<file path="src/rtl/dispatcher_uart_tx.sv">
// dispatcher_uart_tx: pairs dispatcher metric/offset bytes, queues them and sends framed UART packets
// Optional 8E1 parity framing: define DISPATCHER_TX_PARITY_EN
module dispatcher_uart_tx #(
   parameter int unsigned CLKS_PER_BIT = 104,
   parameter int unsigned FIFO_AW      = 2,
   parameter logic [7:0]  SYNC_BYTE    = 8'hA5
) (
   input  logic       clk,
   input  logic       rst,
   input  logic [7:0] value_in,
   input  logic       rdy_in,
   output logic       tx,
   output logic       busy,
   output logic       overflow
);
   localparam int          PW       = FIFO_AW + 1;
   localparam logic [15:0] BAUD_MAX = 16'(CLKS_PER_BIT - 1);

   typedef enum logic {CAP_IDLE, CAP_OFS} cap_t;
`ifdef DISPATCHER_TX_PARITY_EN
   typedef enum logic [2:0] {TX_IDLE, TX_START, TX_DATA, TX_PAR, TX_STOP} tx_t;
`else
   typedef enum logic [1:0] {TX_IDLE, TX_START, TX_DATA, TX_STOP} tx_t;
`endif

   cap_t        cap_q, cap_d;
   logic [7:0]  met_q, met_d;
   logic [15:0] mem_q [1 << FIFO_AW];
   logic [PW-1:0] wr_q, wr_d, rd_q, rd_d;
   logic        ovf_q, ovf_d;
   tx_t         st_q, st_d;
   logic [15:0] baud_q, baud_d;
   logic [2:0]  bit_q, bit_d;
   logic [1:0]  byte_q, byte_d;
   logic [31:0] sh_q, sh_d;
`ifdef DISPATCHER_TX_PARITY_EN
   logic        par_q, par_d;
`endif
   logic        full, empty, push, push_ok, pop, tick;
   logic [15:0] rd_data;

   assign full     = (wr_q ^ rd_q) == {1'b1, {FIFO_AW{1'b0}}};
   assign empty    = wr_q == rd_q;
   assign push     = cap_q == CAP_OFS;
   assign push_ok  = push && !full;
   assign pop      = st_q == TX_IDLE && !empty;
   assign rd_data  = mem_q[rd_q[FIFO_AW-1:0]];
   assign tick     = baud_q == BAUD_MAX;
   assign busy     = !empty || st_q != TX_IDLE;
   assign overflow = ovf_q;

   // capture: metric on the strobe cycle, offset unconditionally on the cycle after
   always_comb begin
      cap_d = (cap_q == CAP_IDLE && rdy_in) ? CAP_OFS : CAP_IDLE;
      met_d = (cap_q == CAP_IDLE && rdy_in) ? value_in : met_q;
   end

   // fifo pointers: push judged on pre-pop occupancy, a dropped pair latches overflow
   always_comb begin
      wr_d  = wr_q + PW'(push_ok);
      rd_d  = rd_q + PW'(pop);
      ovf_d = ovf_q | (push & full);
   end

   // fifo storage, offset written straight from the bus in the capture's second cycle
   always_ff @(posedge clk) begin
      if (push_ok) mem_q[wr_q[FIFO_AW-1:0]] <= {met_q, value_in};
   end

   // tx sequencer: start, data LSB first, optional parity, stop; four bytes per packet
   always_comb begin
      st_d   = st_q;
      baud_d = tick ? '0 : baud_q + 16'd1;
      bit_d  = bit_q;
      byte_d = byte_q;
      sh_d   = sh_q;
`ifdef DISPATCHER_TX_PARITY_EN
      par_d  = par_q;
`endif
      tx     = 1'b1;
      case (st_q)
         TX_IDLE: begin
            baud_d = '0;
            if (!empty) begin
               st_d   = TX_START;
               byte_d = 2'd0;
               sh_d   = {SYNC_BYTE ^ rd_data[15:8] ^ rd_data[7:0], rd_data[7:0], rd_data[15:8], SYNC_BYTE};
            end
         end
         TX_START: begin
            tx = 1'b0;
            if (tick) begin
               st_d  = TX_DATA;
               bit_d = 3'd0;
`ifdef DISPATCHER_TX_PARITY_EN
               par_d = 1'b0;
`endif
            end
         end
         TX_DATA: begin
            tx = sh_q[0];
            if (tick) begin
               sh_d  = {1'b0, sh_q[31:1]};
               bit_d = bit_q + 3'd1;
`ifdef DISPATCHER_TX_PARITY_EN
               par_d = par_q ^ sh_q[0];
               if (bit_q == 3'd7) st_d = TX_PAR;
`else
               if (bit_q == 3'd7) st_d = TX_STOP;
`endif
            end
         end
`ifdef DISPATCHER_TX_PARITY_EN
         TX_PAR: begin
            tx = par_q;
            if (tick) st_d = TX_STOP;
         end
`endif
         TX_STOP: begin
            if (tick) begin
               st_d   = (byte_q == 2'd3) ? TX_IDLE : TX_START;
               byte_d = byte_q + 2'd1;
            end
         end
         default: st_d = TX_IDLE;
      endcase
   end

   // state registers, all cleared asynchronously
   always_ff @(posedge clk or posedge rst) begin
      if (rst) begin
         cap_q  <= CAP_IDLE;
         met_q  <= '0;
         wr_q   <= '0;
         rd_q   <= '0;
         ovf_q  <= 1'b0;
         st_q   <= TX_IDLE;
         baud_q <= '0;
         bit_q  <= '0;
         byte_q <= '0;
         sh_q   <= '0;
`ifdef DISPATCHER_TX_PARITY_EN
         par_q  <= 1'b0;
`endif
      end else begin
         cap_q  <= cap_d;
         met_q  <= met_d;
         wr_q   <= wr_d;
         rd_q   <= rd_d;
         ovf_q  <= ovf_d;
         st_q   <= st_d;
         baud_q <= baud_d;
         bit_q  <= bit_d;
         byte_q <= byte_d;
         sh_q   <= sh_d;
`ifdef DISPATCHER_TX_PARITY_EN
         par_q  <= par_d;
`endif
      end
   end
endmodule

</file>
<file path="config.mk">
export PLATFORM = sky130hd
export DESIGN_NAME = dispatcher_uart_tx
export DESIGN_NICKNAME = d
export VERILOG_FILES = /design/src/rtl/dispatcher_uart_tx.sv
export SDC_FILE = /design/constraint.sdc
export NUM_CORES = 1
export LEC_CHECK = 0
export ABC_AREA = 1
export BUFFER_PORTS_ARGS = -buffer_cell sky130_fd_sc_hd__buf_2
export CAP_MARGIN = 20
export CORE_MARGIN = 5
export CORE_UTILIZATION = 60
export DETAILED_ROUTE_END_ITERATION = 12
export PLACE_DENSITY = 0.85
export SYNTH_ARGS = -nofsm -noshare
export SYNTH_HDL_FRONTEND = slang
export SYNTH_SLANG_ARGS = --single-unit
</file>
<file path="constraint.sdc">
create_clock -name clk -period 3.7 [get_ports clk]
set_clock_uncertainty 0.05 [all_clocks]
set_input_delay 0.74 -clock clk [delete_from_list [all_inputs] [get_ports clk]]
set_output_delay 0.74 -clock clk [all_outputs]
set_load 0.005 [all_outputs]
</file>
==> results of run 1 <==
==> per-layer routing <==
metal | vias to the layer above | part of all wire | track usage
li1 | 2419 | - | -
met1 | 2328 | 0.42 | 0.296
met2 | 178 | 0.49 | 0.389
met3 | 32 | 0.069 | 0.0653
met4 | 0 | 0.021 | 0.0918
met5 | - | 0 | 0
==> critical path, stage by stage, from the launching register on <==
cell	delay, ns
dfrtp_1	0.44
inv_1	0.14
ha_1	0.50
buf_4	0.38
nand2_1	0.10
nand2_1	0.07
buf_2	0.11
==> report_power, final <==
| group | leakage, nW | internal (mW) | switching [mW] | total, mW |
|---|---|---|---|---|
| clock | 0.274 | 0.960 | 0.630 | 1.59 |
| sequential | 1.49 | 1.97 | 0.253 | 2.22 |
| combinational | 1.65 | 0.708 | 1.59 | 2.30 |
==> per-stage QoR <==
stage          cell area, µm²  hold WS [ns]  std cells
2_1_floorplan            6460         0.383        747
6_report                 7200         0.214        910
3_5_place_dp             6630         0.404        878
4_1_cts                  7200         0.212        910
5_1_grt                  7200         0.256        910
3_3_place_gp             6630         0.396        878
==> registers in the layout (all words and copies together), names as in the netlist <==
name,flops
st_q,2
cap_q,1
bit_q,3
baud_q,16
byte_q,2
rd_q,3
wr_q,3
overflow,1
met_q,8
sh_q,32
mem_q,64
==> how the worst min path moves through the flow <==
stage / start / end / cells past startpoint
finish: rst / baud_q[15] / 2
global route: rst / baud_q[15] / 2
CTS: rst / baud_q[13] / 2
detailed placement: baud_q[0] / baud_q[0] / 1
global placement: baud_q[0] / baud_q[0] / 1
floorplan: baud_q[0] / baud_q[0] / 1
==> Yosys cell counts, types with 2 or more instances <==
master and n:
nand2_1 357, dfrtp_1 71, edfxtp_1 64, nand3_1 56
nor2_1 43, inv_1 40, o21ai_0 18, nor3_1 14
ha_1 13, buf_2 9, clkbuf_1 8, o21ai_2 8
buf_6 5, a21oi_1 4, nand2_2 4, nand4_1 4
xor2_1 4, buf_1 3, buf_4 2, inv_2 2
nand3_2 2, nor2_2 2, o21bai_1 2
==> final cells by class <==
class | count | area, µm² | area share
well taps | 136 | 170 | 0.0236
clock buffers | 24 | 513 | 0.0712
repair buffers | 22 | 133 | 0.0184
clock inverters | 8 | 62.6 | 0.00869
inverters | 43 | 161 | 0.0224
flip-flops and latches | 135 | 3700 | 0.513
multi-input cells | 542 | 2460 | 0.342
==> kinds of logic (layout without fill, tap and decap cells) <==
| group | count (synthesis) | after routing |
|---|---|---|
| and+or+nand+nor | 488 | 488 |
| DFF | 135 | 135 |
| buffers and inverters | 70 | 97 |
| AOI/OAI and AO/OA | 35 | 35 |
| adders and majority gates | 13 | 13 |
| xor gates and xnor gates | 6 | 6 |
==> impl_metrics.json, run 1 <==
{
  "htree_levels": 4,
  "ys_seq_elements": 135,
  "max_freq_mhz": 326,
  "cp.required_ns": 2.91,
  "p_leak_nw": 3.42,
  "fin_ws_ns": 0.632,
  "synthAdderAreaFrac": 0.0252,
  "synth_warnings": 0,
  "drc": 0,
  "cts_resized": 0,
  "timing.rr.start": "st_q[0]",
  "final_util": 0.692,
  "fin_nets": 785,
  "status": "complete, no violations",
  "wirelength_um": 13800,
  "reg2reg_depth": 7,
  "ys_types": 35,
  "finalWeightedCongestion": 0.902,
  "max_cap_viol_count": 0,
  "die_y_um": 114,
  "synth_compound_area_frac": 0.0348,
  "cts_root_buffer": "clkbuf_8",
  "clock_latency_ns": 0.54,
  "io-pin-count": 14,
  "yosys.area.top_type": "edfxtp_1",
  "clock_path_buffers": 2,
  "grt_pass1_wl_um": 23700,
  "grt_overflow": 0,
  "cp.arrival_ns": 2.28,
  "cp-endpoint": "tx",
  "worstSetupEndpointType": "primary output",
  "hold_violations": 0,
  "drt_pre_antenna_iters": 6,
  "grt_pass1_vias": 4978,
  "grt_max_degree": 42,
  "cts_tree": "done",
  "powerDensity_nw_per_um2": 849,
  "r2r_end": "sh_q[30]",
  "vias": 4957,
  "hold_path_class": "in -> async",
  "die_area_um2": 12900,
  "cts.sinks": 135,
  "finalSetupTns_ns": 0,
  "grtUsageTotal": 0.235,
  "final_cell_mix": "357 x nand2_1, 71 x dfrtp_1, 64 x edfxtp_1",
  "vias_per_cell": 5.45,
  "antenna_found_initial": 0,
  "drt-initial-drc-count": 510,
  "finalCritPeriodShare": 0.829,
  "post-route-min-period_ns": 3.07,
  "synthFlopType": "dfrtp_1",
  "vdd_ir_drop_max_v": 0.000557,
  "drive_gt1_frac": 0.105,
  "num_rows": 37,
  "synthXorXnorAreaFrac": 0.00929,
  "rsz0062_at_grt": "no",
  "synthSimpleGateAreaFrac": 0.309,
  "finalSetupViolations": 0,
  "fp.dieW_um": 114,
  "n_antenna_cell": 0,
  "syn-cell-area_um2": 6460,
  "synth-edff-count": 64,
  "synthTopCellsByArea": "edfxtp_1 30%, dfrtp_1 27%, nand2_1 21%",
  "clk_pin_slew_ns": 0.06,
  "coreArea_um2": 10400,
  "start_util": 0.620,
  "worstPathMaxFanout": 31,
  "ff2ff_setup_slack_ns": 1.14,
  "cts_setup_buffers": 0,
  "async_reset_ff_frac": 0.526,
  "fillers": 769,
  "avgSynthCellArea_um2": 8.65,
  "synth_top_cell_area_share": 0.297,
  "slew_headroom": 0.367,
  "slew_violations": 0,
  "synthMuxAreaShare": 0,
  "numPortBuffers": 13,
  "syn_nets": 771,
  "start_kind": "flip-flop",
  "critPathKind": "reg -> out",
  "final_common_cell": "nand2_1",
  "synth-seq-area-share": 0.572,
  "tightest_slew_ns": 0.948,
  "numCtsBuffers": 17,
  "hold_buffers": 0,
  "area_growth_pct": 11.5,
  "synth_top_family_by_area": "simple AND/OR/NAND/NOR gates",
  "power.total_mw": 6.11,
  "synthCells": 747,
  "crit_path_start": "st_q[0]",
  "pre_cts_ws_ns": 1.19,
  "wl_per_cell_um": 15.1,
  "drt.antenna.violating_nets": 0,
  "hpwlAfterDp_um": 8860
}
Note: power is estimated with default switching activity, not from simulation.
==> run 2, diff against run 1 <==
--- a/config.mk
+++ b/config.mk
@@ -5,13 +5,13 @@
 export SDC_FILE = /design/constraint.sdc
 export NUM_CORES = 1
 export LEC_CHECK = 0
-export ABC_AREA = 1
+export ABC_AREA = 0
 export BUFFER_PORTS_ARGS = -buffer_cell sky130_fd_sc_hd__buf_2
 export CAP_MARGIN = 20
 export CORE_MARGIN = 5
-export CORE_UTILIZATION = 60
+export CORE_UTILIZATION = 56
 export DETAILED_ROUTE_END_ITERATION = 12
-export PLACE_DENSITY = 0.85
+export PLACE_DENSITY = 0.83
 export SYNTH_ARGS = -nofsm -noshare
 export SYNTH_HDL_FRONTEND = slang
 export SYNTH_SLANG_ARGS = --single-unit
==> constraint.sdc (replaced) <==
create_clock -name clk -period 2.8 [get_ports clk]
set_clock_uncertainty 0.05 [all_clocks]
set_input_delay 0.56 -clock clk [delete_from_list [all_inputs] [get_ports clk]]
set_output_delay 0.56 -clock clk [all_outputs]
set_load 0.005 [all_outputs]
==> run 2 against run 1 <==
  * Critical path depth is the same
  * Die area shrank 4.6%
  * Register-to-register slack lost 0.75 ns
  * Hold slack lost 0.19 ns
  * Sequential cell count is the same
  * Highest routed layer unchanged
  * Critical endpoint is now busy
  * Combinational power grew 5%
  * Wire length shrank 21%
==> impl_metrics.json, run 2 <==
{
  "status": "complete, no violations",
  "die_area_um2": 12400,
  "path_cells": "inv_1 > ha_4 > inv_1 > nor4_4 > inv_2 > buf_2",
  "synthFlopType": "dfrtp_1",
  "critPathMaxStageDelay_ns": 0.42,
  "drc": 0,
  "synthTopCellsByCount": "71 x dfrtp_1, 64 x edfxtp_1, 54 x nor2_1, 23 x o22ai_1, 21 x a21oi_1",
  "hold_violations": 0,
  "vias": 3500,
  "cp.required_ns": 2.19,
  "cts_root_buffer": "clkbuf_8",
  "synth-edff-count": 64,
  "hold_slack_ns": 0.0287,
  "area_growth_pct": 15.0,
  "drive_gt1_frac": 0.222,
  "antenna_found_initial": 0,
  "die_y_um": 111,
  "async_reset_ff_frac": 0.526,
  "p_leak_nw": 2.55,
  "finalSetupTns_ns": 0,
  "post-route-min-period_ns": 2.66,
  "critPathKind": "reg -> out",
  "synthMuxAreaShare": 0.0826,
  "finalCritPeriodShare": 0.948,
  "synthSimpleGateAreaFrac": 0.0852,
  "wirelength_um": 10800,
  "syn_nets": 428,
  "crit_path_top_delay_cell": "dfrtp_1",
  "htree_levels": 4,
  "num_rows": 37,
  "hpwlAfterDp_um": 6890,
  "synth_warnings": 0,
  "multi_input_area_um2": 1950,
  "grt_pass1_wl_um": 17800,
  "synthCells": 404,
  "finalSetupViolations": 0,
  "largest_reg_flops": 64,
  "cp.arrival_ns": 2.05,
  "slew_headroom": 0.572,
  "final_common_cell": "dfrtp_1",
  "worstSetupEndpointType": "primary output",
  "seqCellArea_um2": 3700,
  "avgSynthCellArea_um2": 14.2,
  "io-pin-count": 14,
  "worstPathMaxFanout": 7,
  "synth_compound_area_frac": 0.0930,
  "grt_pass1_vias": 3558,
  "hold_path_class": "in -> async",
  "max_freq_mhz": 377,
  "ys_types": 47,
  "fin_nets": 462,
  "fin_ws_ns": 0.144,
  "synth_top_family_by_area": "compound AO/OA/AOI/OAI gates",
  "synthXorXnorAreaFrac": 0.0459,
  "grt_max_degree": 27,
  "drt_pre_antenna_iters": 5,
  "clock_path_buffers": 2,
  "cts.sinks": 135,
  "vias_per_cell": 5.96,
  "yosysMostFrequentCell": "dfrtp_1",
  "grtUsageTotal": 0.184,
  "grt_overflow": 0,
  "synth_top_cell_area_share": 0.335,
  "fp.dieW_um": 111,
  "n_antenna_cell": 0,
  "finalWeightedCongestion": 0.848,
  "numPortBuffers": 13,
  "slew_violations": 0,
  "yosys.area.top_type": "edfxtp_1",
  "clk_pin_slew_ns": 0.06,
  "clock_latency_ns": 0.52,
  "power.total_mw": 7.28,
  "vdd_ir_drop_max_v": 0.000560,
  "max_cap_viol_count": 0,
  "coreArea_um2": 10100,
  "cts_tree": "done",
  "pre_cts_ws_ns": 0.392,
  "drt.antenna.violating_nets": 0,
  "synthAdderAreaFrac": 0.0284,
  "numPlacedInstances": 553,
  "final_cell_mix": "71 x dfrtp_1, 64 x edfxtp_1, 54 x nor2_1",
  "fillers": 676,
  "crit_top_cell": "inv_1",
  "start_util": 0.565,
  "drt-initial-drc-count": 261,
  "start_kind": "flip-flop",
  "numCtsBuffers": 17,
  "synthTopCellsByArea": "edfxtp_1 34%, dfrtp_1 31%, mux4_2 5.1%",
  "powerDensity_nw_per_um2": 1100,
  "fin_cells": 587,
  "wl_per_cell_um": 18.4,
  "synth-seq-area-share": 0.646,
  "ys_seq_elements": 135,
  "syn-cell-area_um2": 5730,
  "tightest_slew_ns": 0.640
}
==> run 2: changes by cell type in the layout (fill, tap and decap cells not counted), moves of 13 or more <==
| cell | delta |
|---|---|
| o22ai_1 | +23 |
| a21oi_1 | +17 |
| nand3_1 | -50 |
| nand2_1 | -343 |
| mux4_2 | +13 |
| inv_1 | -33 |
| xnor2_1 | +14 |
==> run 2: per-layer routing <==
| layer | up-vias | global-route usage | part of all wire |
|---|---|---|---|
| met3 | 23 | 0.0448 | 0.045 |
| met2 | 102 | 0.305 | 0.51 |
| li1 | 1589 | - | - |
| met5 | - | 0 | 0 |
| met1 | 1786 | 0.229 | 0.42 |
| met4 | 0 | 0.0892 | 0.025 |
==> run 2: kinds of logic after synthesis <==
logic type      count (synthesis)
compound gates                 77
xor+xnor                       30
fa+ha+maj                      13
buf+inv                        24
flops                         135
mux                            25
simple gates                  100
==> run 2: report_power, final <==
group	switching [mW]	internal, mW
combinational	1.41	1.01
clock	0.910	1.13
sequential	0.267	2.55
total	2.58	4.69
==> run 2: critical path: cells and delay by family, from the launching register on <==
kind	cells	cell delay [ns]
buf+inv	4	0.56
flops	1	0.42
simple gates	1	0.34
fa+ha+maj	1	0.21
==> run 2: through the flow <==
stage	util	cell area [µm²]
2_1_floorplan	-	5740
3_3_place_gp	0.593	6010
3_5_place_dp	0.593	6010
4_1_cts	0.648	6570
5_1_grt	0.650	6590
6_report	0.650	6590
==> run 2: final cells by class <==
class	instances	share of cell area
sequential	135	0.561
multi-input combinational	245	0.295
inverter	9	0.00513
clock buffer	17	0.0628
tap	136	0.0258
timing repair buffer	30	0.0292
clock inverter	15	0.0205
==> run 2: path summary, 6_finish.rpt <==
path | from | end | slack (ns) | cells after the start
max in group asynchronous | rst | sh_q[5] | 1.93 | 3
max | st_q[1] | busy | 0.14 | 6
min | rst | met_q[5] | 0.03 | 2
min in group clk | value_in[2] | mem_q[2][2] | 0.21 | 1
max reg2reg | st_q[0] | sh_q[18] | 0.39 | 9
min reg2reg | overflow | overflow | 0.44 | 1
==> run 2: timing repair <==
item | CTS | global route
endpoints found under the setup margin | 1 | 1
hold buffers | 0 | 0
gates cloned | 0 | 0
buffers inserted | 0 | 2
gates resized for setup | 1 | 3
pin swaps | 1 | 1
